File: src/rtl/gpio_scan_sequencer.sv
// gpio_scan_sequencer: routes a square-wave test tone to one GPIO channel at a time (auto/manual stepping).
// Buttons are synchronised and debounced; only debounced press edges drive the mode/channel FSM.
module gpio_scan_sequencer #(
    parameter int NUM_CH       = 26,
    parameter int IDX_W        = 5,
    parameter int DWELL_CYCLES = 25000000,
    parameter int TONE_HALF    = 12,
    parameter int DEB_CYCLES   = 250000
) (
    input  logic              clk_25mhz,
    input  logic              rst_n,
    input  logic              btn_mode,
    input  logic              btn_next,
    output logic [NUM_CH-1:0] ch_out,
    output logic [IDX_W-1:0]  ch_idx,
    output logic [1:0]        mode,
    output logic              tone
);
    localparam logic [1:0] IDLE   = 2'd0;
    localparam logic [1:0] AUTO   = 2'd1;
    localparam logic [1:0] MANUAL = 2'd2;
    localparam logic [1:0] ALL    = 2'd3;
    localparam int DEB_W   = $clog2(DEB_CYCLES + 1);
    localparam int DWELL_W = $clog2(DWELL_CYCLES + 1);
    localparam int TONE_W  = $clog2(TONE_HALF + 1);

    logic [1:0] btn;
    logic [1:0] press;
    assign btn = {btn_next, btn_mode};

    genvar b;
    generate
        for (b = 0; b < 2; b++) begin : g_deb
            logic             s1;
            logic             s2;
            logic             stable;
            logic [DEB_W-1:0] cnt;
            logic             hit;
            assign hit      = (s2 != stable) && (cnt == DEB_W'(DEB_CYCLES - 1));
            // press fires on the accepting edge itself so the FSM sees it in the same cycle
            assign press[b] = hit & s2;
            always_ff @(posedge clk_25mhz or negedge rst_n) begin
                if (!rst_n) begin
                    s1     <= 1'b0;
                    s2     <= 1'b0;
                    stable <= 1'b0;
                    cnt    <= '0;
                end else begin
                    s1     <= btn[b];
                    s2     <= s1;
                    stable <= hit ? s2 : stable;
                    cnt    <= (s2 == stable || hit) ? '0 : cnt + DEB_W'(1);
                end
            end
        end
    endgenerate

    logic [TONE_W-1:0] tone_cnt;
    logic              tone_wrap;
    assign tone_wrap = tone_cnt == TONE_W'(TONE_HALF - 1);

    always_ff @(posedge clk_25mhz or negedge rst_n) begin
        if (!rst_n) begin
            tone_cnt <= '0;
            tone     <= 1'b0;
        end else begin
            tone_cnt <= tone_wrap ? '0 : tone_cnt + TONE_W'(1);
            tone     <= tone ^ tone_wrap;
        end
    end

    logic [DWELL_W-1:0] dwell;
    logic [IDX_W-1:0]   adv_idx;
    logic               dwell_end;
    logic [NUM_CH-1:0]  sel;
    assign adv_idx   = (ch_idx == IDX_W'(NUM_CH - 1)) ? '0 : ch_idx + IDX_W'(1);
    assign dwell_end = dwell == DWELL_W'(DWELL_CYCLES - 1);
    assign sel       = NUM_CH'(1) << ch_idx;

    // mode press takes priority, so a coincident next press is dropped
    always_ff @(posedge clk_25mhz or negedge rst_n) begin
        if (!rst_n) begin
            mode   <= IDLE;
            ch_idx <= '0;
            dwell  <= '0;
        end else if (press[0]) begin
            mode   <= mode + 2'd1;
            ch_idx <= '0;
            dwell  <= '0;
        end else if (mode == AUTO) begin
            ch_idx <= (press[1] || dwell_end) ? adv_idx : ch_idx;
            dwell  <= (press[1] || dwell_end) ? '0 : dwell + DWELL_W'(1);
        end else if (mode == MANUAL) begin
            ch_idx <= press[1] ? adv_idx : ch_idx;
            dwell  <= '0;
        end
    end

    always_ff @(posedge clk_25mhz or negedge rst_n) begin
        if (!rst_n) ch_out <= '0;
        else ch_out <= (mode == ALL) ? {NUM_CH{tone}} : (mode != IDLE && tone) ? sel : '0;
    end
endmodule
File: config.mk
export PLATFORM = sky130hd
export DESIGN_NAME = gpio_scan_sequencer
export DESIGN_NICKNAME = d
export VERILOG_FILES = /design/src/rtl/gpio_scan_sequencer.sv
export SDC_FILE = /design/constraint.sdc
export NUM_CORES = 1
export LEC_CHECK = 0
export CAP_MARGIN = 0
export CORE_ASPECT_RATIO = 0.8
export CORE_UTILIZATION = 29
export CTS_CLUSTER_SIZE = 20
export DETAILED_ROUTE_END_ITERATION = 7
export PLACE_DENSITY = 0.54
export RECOVER_POWER = 25
export SETUP_SLACK_MARGIN = 0.5
export SKIP_CTS_REPAIR_TIMING = 1
export SLEW_MARGIN = 20
export SYNTH_ARGS = -nofsm -noshare
export SYNTH_HDL_FRONTEND = slang
export SYNTH_SLANG_ARGS = --single-unit
File: constraint.sdc
create_clock -name clk_25mhz -period 2.8 [get_ports clk_25mhz]
set_input_delay 0.56 -clock clk_25mhz [delete_from_list [all_inputs] [get_ports clk_25mhz]]
set_output_delay 0.56 -clock clk_25mhz [all_outputs]
set_load 0.05 [all_outputs]
**Yosys cells after proc, flatten, opt, wreduce, memory -nomap -nowiden**

Cells that the tools add are included.

- Word-level logic and storage cells: 62
- Memories: 0
- ROM bits: 0
- Memory bits (writable): 0
- Bits in latches: 0
- Output and inout bits: 34
- Bits of input ports: 4
- Register bits after elaboration: 105

- Multiplexer cells: 15
- Shift operators: 1
- Reductions and logical operators: 10
- Multiply operators: 0
- Add/subtract/negate cells: 6
- Eq/ne operators: 13
- Bitwise operators: 3
- Magnitude comparators: 0
- Div/mod/pow operators: 0

Operator list:

| operator | number |
|---|---|
| 25-bit two-way mux | 4 |
| 26-bit two-way mux | 2 |
| 18-bit by 1-bit adder with 18-bit output, second input constant | 2 |
| 18-bit == test, second input constant | 2 |
| 18-bit two-way mux | 2 |
| 5-bit two-way mux | 6 |
| 1-bit by 5-bit << shifter with 26-bit output, first input constant | 1 |
| 25-bit by 1-bit adder with 25-bit output, second input constant | 1 |
| 25-bit == test, second input constant | 1 |
| 3-bit nonzero test | 2 |
| 5-bit by 1-bit adder with 5-bit output, second input constant | 1 |
| 5-bit == test, second input constant | 1 |
| 4-bit by 1-bit adder with 4-bit output, second input constant | 1 |
| 2-bit == test, second input constant | 2 |
| 4-bit == test, second input constant | 1 |
| 4-bit two-way mux | 1 |
| 1-bit logical AND | 3 |
| 1-bit logical OR | 3 |
| 3-bit by 2-bit != test with 1-bit output, second input constant | 1 |
| 3-bit AND reduction | 1 |
| 2-bit by 1-bit adder with 2-bit output, second input constant | 1 |
| 1-bit bitwise AND | 2 |
| 1-bit == test | 2 |
| 2-bit by 1-bit == test with 1-bit output, second input constant | 1 |
| other kinds (3) | 4 |

**Longest topological paths before layout**

Gate-level depths: netlist of the first run.

- Word-level depth: 7
- Depth in mapped cells: 8
- Depth with buffers taken out: 8

**Worst setup path before layout of the first run**

OpenSTA, ideal clock, no wires.

- Path kind: flip-flop to flip-flop
- From: register g_deb[1].cnt[4]
- To: register dwell[0]
- Path buffers: 1
- Stages on the path, launching flop included: 7
- Arrival: 2.104 ns
- Setup time: 0.125 ns
- Setup slack: 0.572 ns
- Required time: 2.675 ns
- Cells stage by stage: dfrtp_1 > or4_1 > or3_4 > o32ai_4 > nor3_1 > clkbuf_1 > mux2_2

- Word-level cells in the longest chain between the ends: 7

Ends and longest elaborated chain:

| what | RTL line | source |
|---|---|---|
| start, declared | 37 | `logic [DEB_W-1:0] cnt;` |
| start signal, assigned | 52 | `cnt <= (s2 == stable \|\| hit) ? '0 : cnt + DEB_W'(1);` |
| 18-bit == test | 39 | `assign hit = (s2 != stable) && (cnt == DEB_W'(DEB_CYCLES - 1));` |
| 1-bit logical AND | 39 |  |
| 1-bit bitwise AND | 41 | `assign press[b] = hit & s2;` |
| 1-bit logical OR | 92 | `dwell <= (press[1] \|\| dwell_end) ? '0 : dwell + DWELL_W'(1);` |
| 25-bit two-way mux | 92 |  |
| 25-bit two-way mux | 90 | `end else if (mode == AUTO) begin` |
| 25-bit two-way mux | 86 | `end else if (press[0]) begin` |
| end signal, assigned | 92 |  |
| end, declared | 72 | `logic [DWELL_W-1:0] dwell;` |

No other way between the ends.
A chain may end at the register's enable or synchronous reset.

**Worst setup path after layout of the first run**

- From: register g_deb[1].cnt[4]
- To: register ch_idx[1]

- Word-level cells in the longest chain between the ends: 6

Ends and longest elaborated chain:

| what | RTL line | source |
|---|---|---|
| 18-bit == test * | 39 |  |
| 1-bit logical AND * | 39 |  |
| 1-bit bitwise AND * | 41 |  |
| 1-bit logical OR | 91 | `ch_idx <= (press[1] \|\| dwell_end) ? adv_idx : ch_idx;` |
| 3-bit by 2-bit != test with 1-bit output (no source line) | - |  |
| 3-bit AND reduction (no source line) * | - |  |
| end signal, assigned | 91 |  |
| end signal, assigned | 94 | `ch_idx <= press[1] ? adv_idx : ch_idx;` |
| end, declared | 15 | `output logic [IDX_W-1:0] ch_idx,` |

Mark *: on every way between the ends. The rest lies on a longest branch, timed or not.

==> results.sh, run 1 <==
export IMPL_outcome="finished clean"
export IMPL_overall_die_width_um=147
export IMPL_power_leakage_uw=0.00255
export IMPL_final_setup_tns_ns=0
export IMPL_timing_critical_path_required_ns=3.08
export IMPL_hold_viol_final=0
export IMPL_placed_area_um2=5540
export IMPL_gp_routability_congestion=0.762
export IMPL_detail_route_iter0_violations=187
export IMPL_unrepaired_setup_endpoints_after_global_routing="true"
export IMPL_synthesis_instances=474
export IMPL_cp_arrival_ns=2.62
export IMPL_drive_gt1_frac=0.0913
export IMPL_post_route_min_period_ns=2.34
export IMPL_max_slew_margin=0.0416
export IMPL_placed_cells_incl_taps=723
export IMPL_mappedNetlistArea_um2=4870
export IMPL_timing_worst_setup_path_type="register to register"
export IMPL_detailedPlacementHpwl_mm=6.68
export IMPL_grt_start_max_net_pins=106
export IMPL_cts_root_buf="clkbuf_16"
export IMPL_compound_gate_fraction_of_synth_area=0.0724
export IMPL_clock_fmax_mhz=427
export IMPL_worstSetupEndpointType="register"
export IMPL_synth_lib_cells_used_distinct=43
export IMPL_final_cell_area_um2=5920
export IMPL_n_antenna_cell=0
export IMPL_final_net_count=539
export IMPL_grt_pass1_wl_mm=17.0
export IMPL_combined_global_route_utilization_of_all_metal_layers=0.122
export IMPL_drt_wirelength_mm=9.91
export IMPL_row_count=41
export IMPL_drc=0
export IMPL_core_region_area_um2=16100
export IMPL_clkSlewWorstSetupHoldPaths_ns=0.08
export IMPL_synth_warnings=0
export IMPL_start_util=0.302
export IMPL_setup_viol=0
export IMPL_synth_xor_xnor_area_share=0.0917
export IMPL_clk_path_buf_depth=2
export IMPL_yosysSeqAreaShare=0.539
export IMPL_r2r_worst_path_cells=6
export IMPL_irDropWorstVdd_uv=280
export IMPL_insertion_delay_of_the_later_clocked_pin_in_the_worst_skew_pair_ns=0.35
export IMPL_critPathMaxFanout=8
export IMPL_cts_sinks=105
export IMPL_vias=3525
export IMPL_h_tree_depth=3
export IMPL_area_growth_from_synthesis_to_layout_pct=21.5
export IMPL_finish_utilization=0.367
export IMPL_dieHeight_um=118
export IMPL_maxSlewViolCount=0
export IMPL_synth_avg_cell_area_um2=10.3
export IMPL_die_footprint_um2=17300
export IMPL_antenna_found_initial=0
export IMPL_detail_route_wl_per_cell_um=13.4
export IMPL_final_clock_period_utilization_by_the_worst_path=0.837
export IMPL_via_count_of_the_first_global_routing_pass=3491
export IMPL_worst_slew_pin_transition_ns=1.44
export IMPL_timing_clock_skew_ns=0.00745
export IMPL_mappedNetlistNets=492
export IMPL_detail_route_antenna_nets=0
export IMPL_route_detailed_vias_per_inst=4.76
export IMPL_synth_top_family_by_area="simple AND/OR/NAND/NOR gates"
export IMPL_numPortBuffers=37
export IMPL_holdCritPathClass="register to register"
export IMPL_synth_adder_area_share=0.0360
export IMPL_stdcell_count=741
export IMPL_timing_max_cap_violations=0
export IMPL_tritoncts_num_buffers=9
export IMPL_yosys_mux_area_fraction=0.00924
export IMPL_firstDrtPassIters=4
export IMPL_worst_hold_path_num_cells=0
export IMPL_power_total_uw=2810
export IMPL_io_pin_count=38
export IMPL_tritoncts="yes"
export IMPL_timing_critical_path_from_type="register"
export IMPL_synth_ff_latch_count=105
export IMPL_gr_total_overflow=0
export IMPL_yosys_area_share_simple=0.230
export IMPL_pwr_density_cell_nw_per_um2=474
[registers in the layout (all words and copies together) (netlist names)]
signal,cells
ch_idx,5
ch_out,26
dwell,25
g_deb.cnt,36
g_deb.s1,2
g_deb.s2,2
g_deb.stable,2
mode,2
tone,1
tone_cnt,4
[cell usage after synthesis, drive strengths merged]
library cell / instances / area, um2
or3: 7 / 48.8
nand3: 29 / 145
o32ai: 1 / 27.5
a22o: 1 / 8.76
or4: 3 / 22.5
xnor2: 23 / 201
o31ai: 1 / 7.51
or3b: 1 / 8.76
o21bai: 1 / 11.3
o21a: 2 / 15.0
a31oi: 4 / 25.0
nand4b: 3 / 26.3
or2: 1 / 6.26
and4: 7 / 61.3
nor3b: 1 / 7.51
xor2: 28 / 245
and2: 2 / 12.5
nor3: 7 / 35.0
o21ai: 35 / 179
nor2: 65 / 244
nor4: 8 / 50.1
nand4: 20 / 125
ha: 14 / 175
mux2: 4 / 45.0
nand2: 35 / 131
a41oi: 2 / 17.5
and3: 7 / 43.8
buf: 1 / 5.00
dfrtp: 105 / 2630
nor2b: 3 / 18.8
clkbuf: 9 / 33.8
a21o: 1 / 7.51
nand3b: 4 / 30.0
a21oi: 9 / 45.0
o22a: 1 / 8.76
inv: 18 / 67.6
nand2b: 5 / 31.3
nor4b: 4 / 50.1
nor4bb: 2 / 20.0
[worst max-delay path, stage by stage (launching register included)]
cell     delay, ns
dfrtp_1       0.41
or4_1         0.53
or3_4         0.38
o32ai_4       0.30
o21ai_4       0.14
or3b_1        0.39
a21oi_2       0.14
[layer usage]
| layer | track usage | part of all wire |
|---|---|---|
| met1 | 0.174 | 0.52 |
| met2 | 0.180 | 0.43 |
| met3 | 0.0302 | 0.033 |
| met4 | 0.0393 | 0.011 |
| met5 | 0 | 0 |
[final cells by class]
class | instances | area, um2
fillers | 1615 | 10200
flip-flops and latches | 105 | 2630
multi-input cells | 341 | 2210
repair buffers | 46 | 449
well taps | 215 | 269
clock buffers | 9 | 225
inverters | 18 | 67.6
clock inverters | 7 | 66.3
[cells by family (layout without fill, tap and decap cells)]
| kind of cell | Yosys count | after routing |
|---|---|---|
| simple gates | 214 | 214 |
| flops | 105 | 105 |
| compound gates | 58 | 58 |
| xor+xnor | 51 | 51 |
| buf+inv | 28 | 80 |
| fa+ha+maj | 14 | 14 |
| mux | 4 | 4 |
[through the flow]
| step | setup slack (ns) | hold slack [ns] |
|---|---|---|
| final | 0.457 | 0.358 |
| after global routing | 0.338 | 0.374 |
| after CTS | 0.415 | 0.302 |
| after detailed placement | 0.427 | 0.343 |
| after global placement | 0.471 | 0.339 |
| after floorplan | 0.572 | 0.264 |
[path summary, 6_finish.rpt]
kind	startpoint	endpoint	slack, ns
setup / recovery	g_deb[1].cnt[4]$_DFF_PN0_	ch_idx[1]$_DFFE_PN0P_	0.46
setup reg to reg	g_deb[1].cnt[4]$_DFF_PN0_	ch_idx[1]$_DFFE_PN0P_	0.46
hold / removal	g_deb[1].s1$_DFF_PN0_	g_deb[1].s2$_DFF_PN0_	0.36
max in group asynchronous	rst_n	dwell[23]$_DFFE_PN0P_	1.22
min in group asynchronous	rst_n	ch_out[4]$_DFF_PN0_	0.65
hold reg to reg	g_deb[1].s1$_DFF_PN0_	g_deb[1].s2$_DFF_PN0_	0.36
[power by group]
part	leakage (uW)	internal (uW)	switching [uW]	total, uW
Clock	0.000141	622	593	1210
Combinational	0.000964	13.1	46.4	59.5
Sequential	0.00145	1530	7.97	1530
Total	0.00255	2160	647	2810
[cells in the final DEF, fill, tap and decap left out, types with 2 or more instances in the layout]
master and instances:
xor2_1 28, dfrtp_1 105, inv_1 18, dlymetal6s2s_1 4, nand4b_1 3, ha_1 14, and4_1 7, xnor2_1 23
clkinv_4 2, o21ai_1 2, nand3b_1 4, clkbuf_4 2, nand2_1 35, dlygate4sd3_1 2, nor4_1 4, nand3_1 28
and3_1 7, nor3_1 7, or3_4 2, nor4b_1 2, a31oi_1 4, nor4bb_1 2, nor2_1 65, a21oi_1 6
clkdlybuf4s50_1 30, nand2b_1 5, or4_1 3, nand4_1 20, mux2_2 4, nor4_2 4, clkbuf_16 9, nor2b_1 3
a21oi_2 3, and2_1 2, o21ai_0 32, buf_4 7, or3_1 5
No activity file was read; power rests on OpenSTA's default activity.
==> run 2, diff against run 1 <==
--- a/config.mk
+++ b/config.mk
@@ -10,7 +10,7 @@
 export CORE_UTILIZATION = 29
 export CTS_CLUSTER_SIZE = 20
 export DETAILED_ROUTE_END_ITERATION = 7
-export PLACE_DENSITY = 0.54
+export PLACE_DENSITY = 0.56
 export RECOVER_POWER = 25
 export SETUP_SLACK_MARGIN = 0.5
 export SKIP_CTS_REPAIR_TIMING = 1
==> constraint.sdc (replaced) <==
create_clock -name clk_25mhz -period 1.92 [get_ports clk_25mhz]
set_input_delay 0.384 -clock clk_25mhz [delete_from_list [all_inputs] [get_ports clk_25mhz]]
set_output_delay 0.384 -clock clk_25mhz [all_outputs]
set_load 0.05 [all_outputs]
==> results.sh, run 2 (synthesis gave the netlist of run 1 again) <==
export IMPL_timing_max_cap_violations=0
export IMPL_vias=3865
export IMPL_firstDrtPassIters=4
export IMPL_clock_fmax_mhz=434
export IMPL_drc=0
export IMPL_post_place_ws_ns=-0.341
export IMPL_cp_arrival_ns=2.55
export IMPL_h_tree_depth=3
export IMPL_irDropWorstVdd_uv=386
export IMPL_clkSlewWorstSetupHoldPaths_ns=0.07
export IMPL_routed_top_layer="met4"
export IMPL_detailroute_wirelength_met3_um=413
export IMPL_n_antenna_cell=0
export IMPL_outcome="finished, violations left"
export IMPL_slowest_delay_ns=0.52
export IMPL_power_leakage_uw=0.00302
export IMPL_route_detailed_vias_per_inst=4.72
export IMPL_critical_path_cell_chain="or4_1 > or3_4 > o32ai_4 > o21ai_4 > buf_4 > buf_6 > o22a_1 > o21a_1"
export IMPL_max_slew_margin=0.545
export IMPL_start_util=0.302
export IMPL_final_setup_tns_ns=-11.18
export IMPL_detail_route_antenna_nets=0
export IMPL_tritoncts="yes"
export IMPL_critical_path_top_delay_family="simple AND/OR/NAND/NOR gates"
export IMPL_pwr_density_cell_nw_per_um2=633
export IMPL_core_region_area_um2=16100
export IMPL_row_count=41
export IMPL_max_reg_flops=36
export IMPL_maxSlewViolCount=0
export IMPL_final_net_count=617
export IMPL_internal_power_uw=3330
export IMPL_dieHeight_um=118
export IMPL_critPathMaxFanout=7
export IMPL_power_combinational_fraction=0.037
export IMPL_unrepaired_setup_endpoints_after_global_routing="true"
export IMPL_net_switching_power_uw=1000
export IMPL_tritoncts_num_buffers=9
export IMPL_gr_total_overflow=0
export IMPL_numPortBuffers=37
export IMPL_drt_wirelength_mm=11.3
export IMPL_detail_route_iter0_violations=172
export IMPL_finish_utilization=0.424
export IMPL_failed_checks="setup timing"
export IMPL_power_share_switching=0.231
export IMPL_overall_die_width_um=147
export IMPL_wl_met1_mm=5.67
export IMPL_antenna_found_initial=0
export IMPL_register_name_with_the_most_flops="g_deb.cnt"
export IMPL_timing_critical_path_from_type="register"
export IMPL_setup_viol=48
export IMPL_cts_sinks=105
export IMPL_mostFrequentLayoutCell="dfrtp_1"
export IMPL_timing_critical_path_slowest_stage_cell="or4_1"
export IMPL_combined_global_route_utilization_of_all_metal_layers=0.131
export IMPL_grt_pass1_wl_mm=18.4
export IMPL_holdCritPathClass="register to register"
export IMPL_timing_clock_skew_ns=0.0121
export IMPL_cp_num_buf_inv=2
export IMPL_fin_ws_ns=-0.386
export IMPL_die_footprint_um2=17300
export IMPL_detailedPlacementHpwl_mm=7.66
export IMPL_timing_worst_setup_path_type="register to register"
export IMPL_cts_root_buf="clkbuf_16"
export IMPL_finalHoldWorstSlack_ns=0.350
export IMPL_grt_start_max_net_pins=39
export IMPL_clk_path_buf_depth=2
export IMPL_final_clock_period_utilization_by_the_worst_path=1.20
export IMPL_met2_length_mm=5.12
export IMPL_hold_viol_final=0
export IMPL_regs_by_ff_count="g_deb.cnt x36, ch_out x26, dwell x25"
export IMPL_via_count_of_the_first_global_routing_pass=3750
export IMPL_worstSetupEndpointType="register"
export IMPL_nFillCells=1536
export IMPL_io_pin_count=38
export IMPL_area_growth_from_synthesis_to_layout_pct=40.3
export IMPL_seq_power_share=0.516
export IMPL_post_route_min_period_ns=2.31
export IMPL_timing_critical_path_required_ns=2.16
export IMPL_mostFrequentLayoutCells="dfrtp_1 (100), buf_4 (69), nor2_1 (48)"
export IMPL_insertion_delay_of_the_later_clocked_pin_in_the_worst_skew_pair_ns=0.35
export IMPL_setup_reg_to_reg_worst_slack_ns=-0.39
export IMPL_gp_routability_congestion=0.753
export IMPL_power_share_clock=0.447
export IMPL_detail_route_wl_per_cell_um=13.8
export IMPL_worst_slew_pin_transition_ns=0.682
export IMPL_drive_gt1_frac=0.356
==> run 2: per-stage QoR <==
| stage | instances | instance area (um2) | power, uW |
|---|---|---|---|
| 6_report | 819 | 6840 | 4330 |
| 5_1_grt | 819 | 6840 | 4490 |
| 4_1_cts | 800 | 6340 | 4350 |
| 3_5_place_dp | 784 | 6030 | 2400 |
| 3_3_place_gp | 784 | 6030 | 2400 |
| 2_1_floorplan | 474 | 4900 | 2310 |
==> run 2: worst paths after layout <==
path,from,to,cells after the start
min in group asynchronous,rst_n,ch_out[15]$_DFF_PN0_,2
hold reg to reg,g_deb[1].s1$_DFF_PN0_,g_deb[1].s2$_DFF_PN0_,0
setup reg to reg,g_deb[1].cnt[4]$_DFF_PN0_,ch_idx[4]$_DFFE_PN0P_,8
setup / recovery,g_deb[1].cnt[4]$_DFF_PN0_,ch_idx[4]$_DFFE_PN0P_,8
hold / removal,g_deb[1].s1$_DFF_PN0_,g_deb[1].s2$_DFF_PN0_,0
max in group asynchronous,rst_n,g_deb[1].cnt[17]$_DFF_PN0_,3
==> run 2: layout make-up <==
class	instances	area, um2	area share
inverter	18	67.6	0.00988
tap	215	269	0.0393
multi-input combinational	341	2530	0.370
clock buffer	9	225	0.0329
clock inverter	7	90.1	0.0132
sequential	105	2630	0.385
timing repair buffer	124	1020	0.149
==> run 2: per-layer routing <==
layer | global-route usage | vias up
li1 | - | 1907
met1 | 0.184 | 1889
met2 | 0.199 | 59
met3 | 0.0291 | 10
met4 | 0.0387 | 0
met5 | 0 | -
==> run 2: power groups by stage <==
stage,Sequential (uW),Clock [uW],Combinational (uW)
finish,2230,1930,162
global route,2230,2080,182
CTS,2230,1990,130
detailed placement,2280,0,129
global placement,2270,0,125
floorplan,2280,0,33.1
==> run 2: worst register-to-register path, delay by kind of cell (launching register included) <==
family          cells  cell delay (ns)
flops               1             0.38
compound gates      4             0.66
simple gates        2             0.90
buf+inv             2             0.26
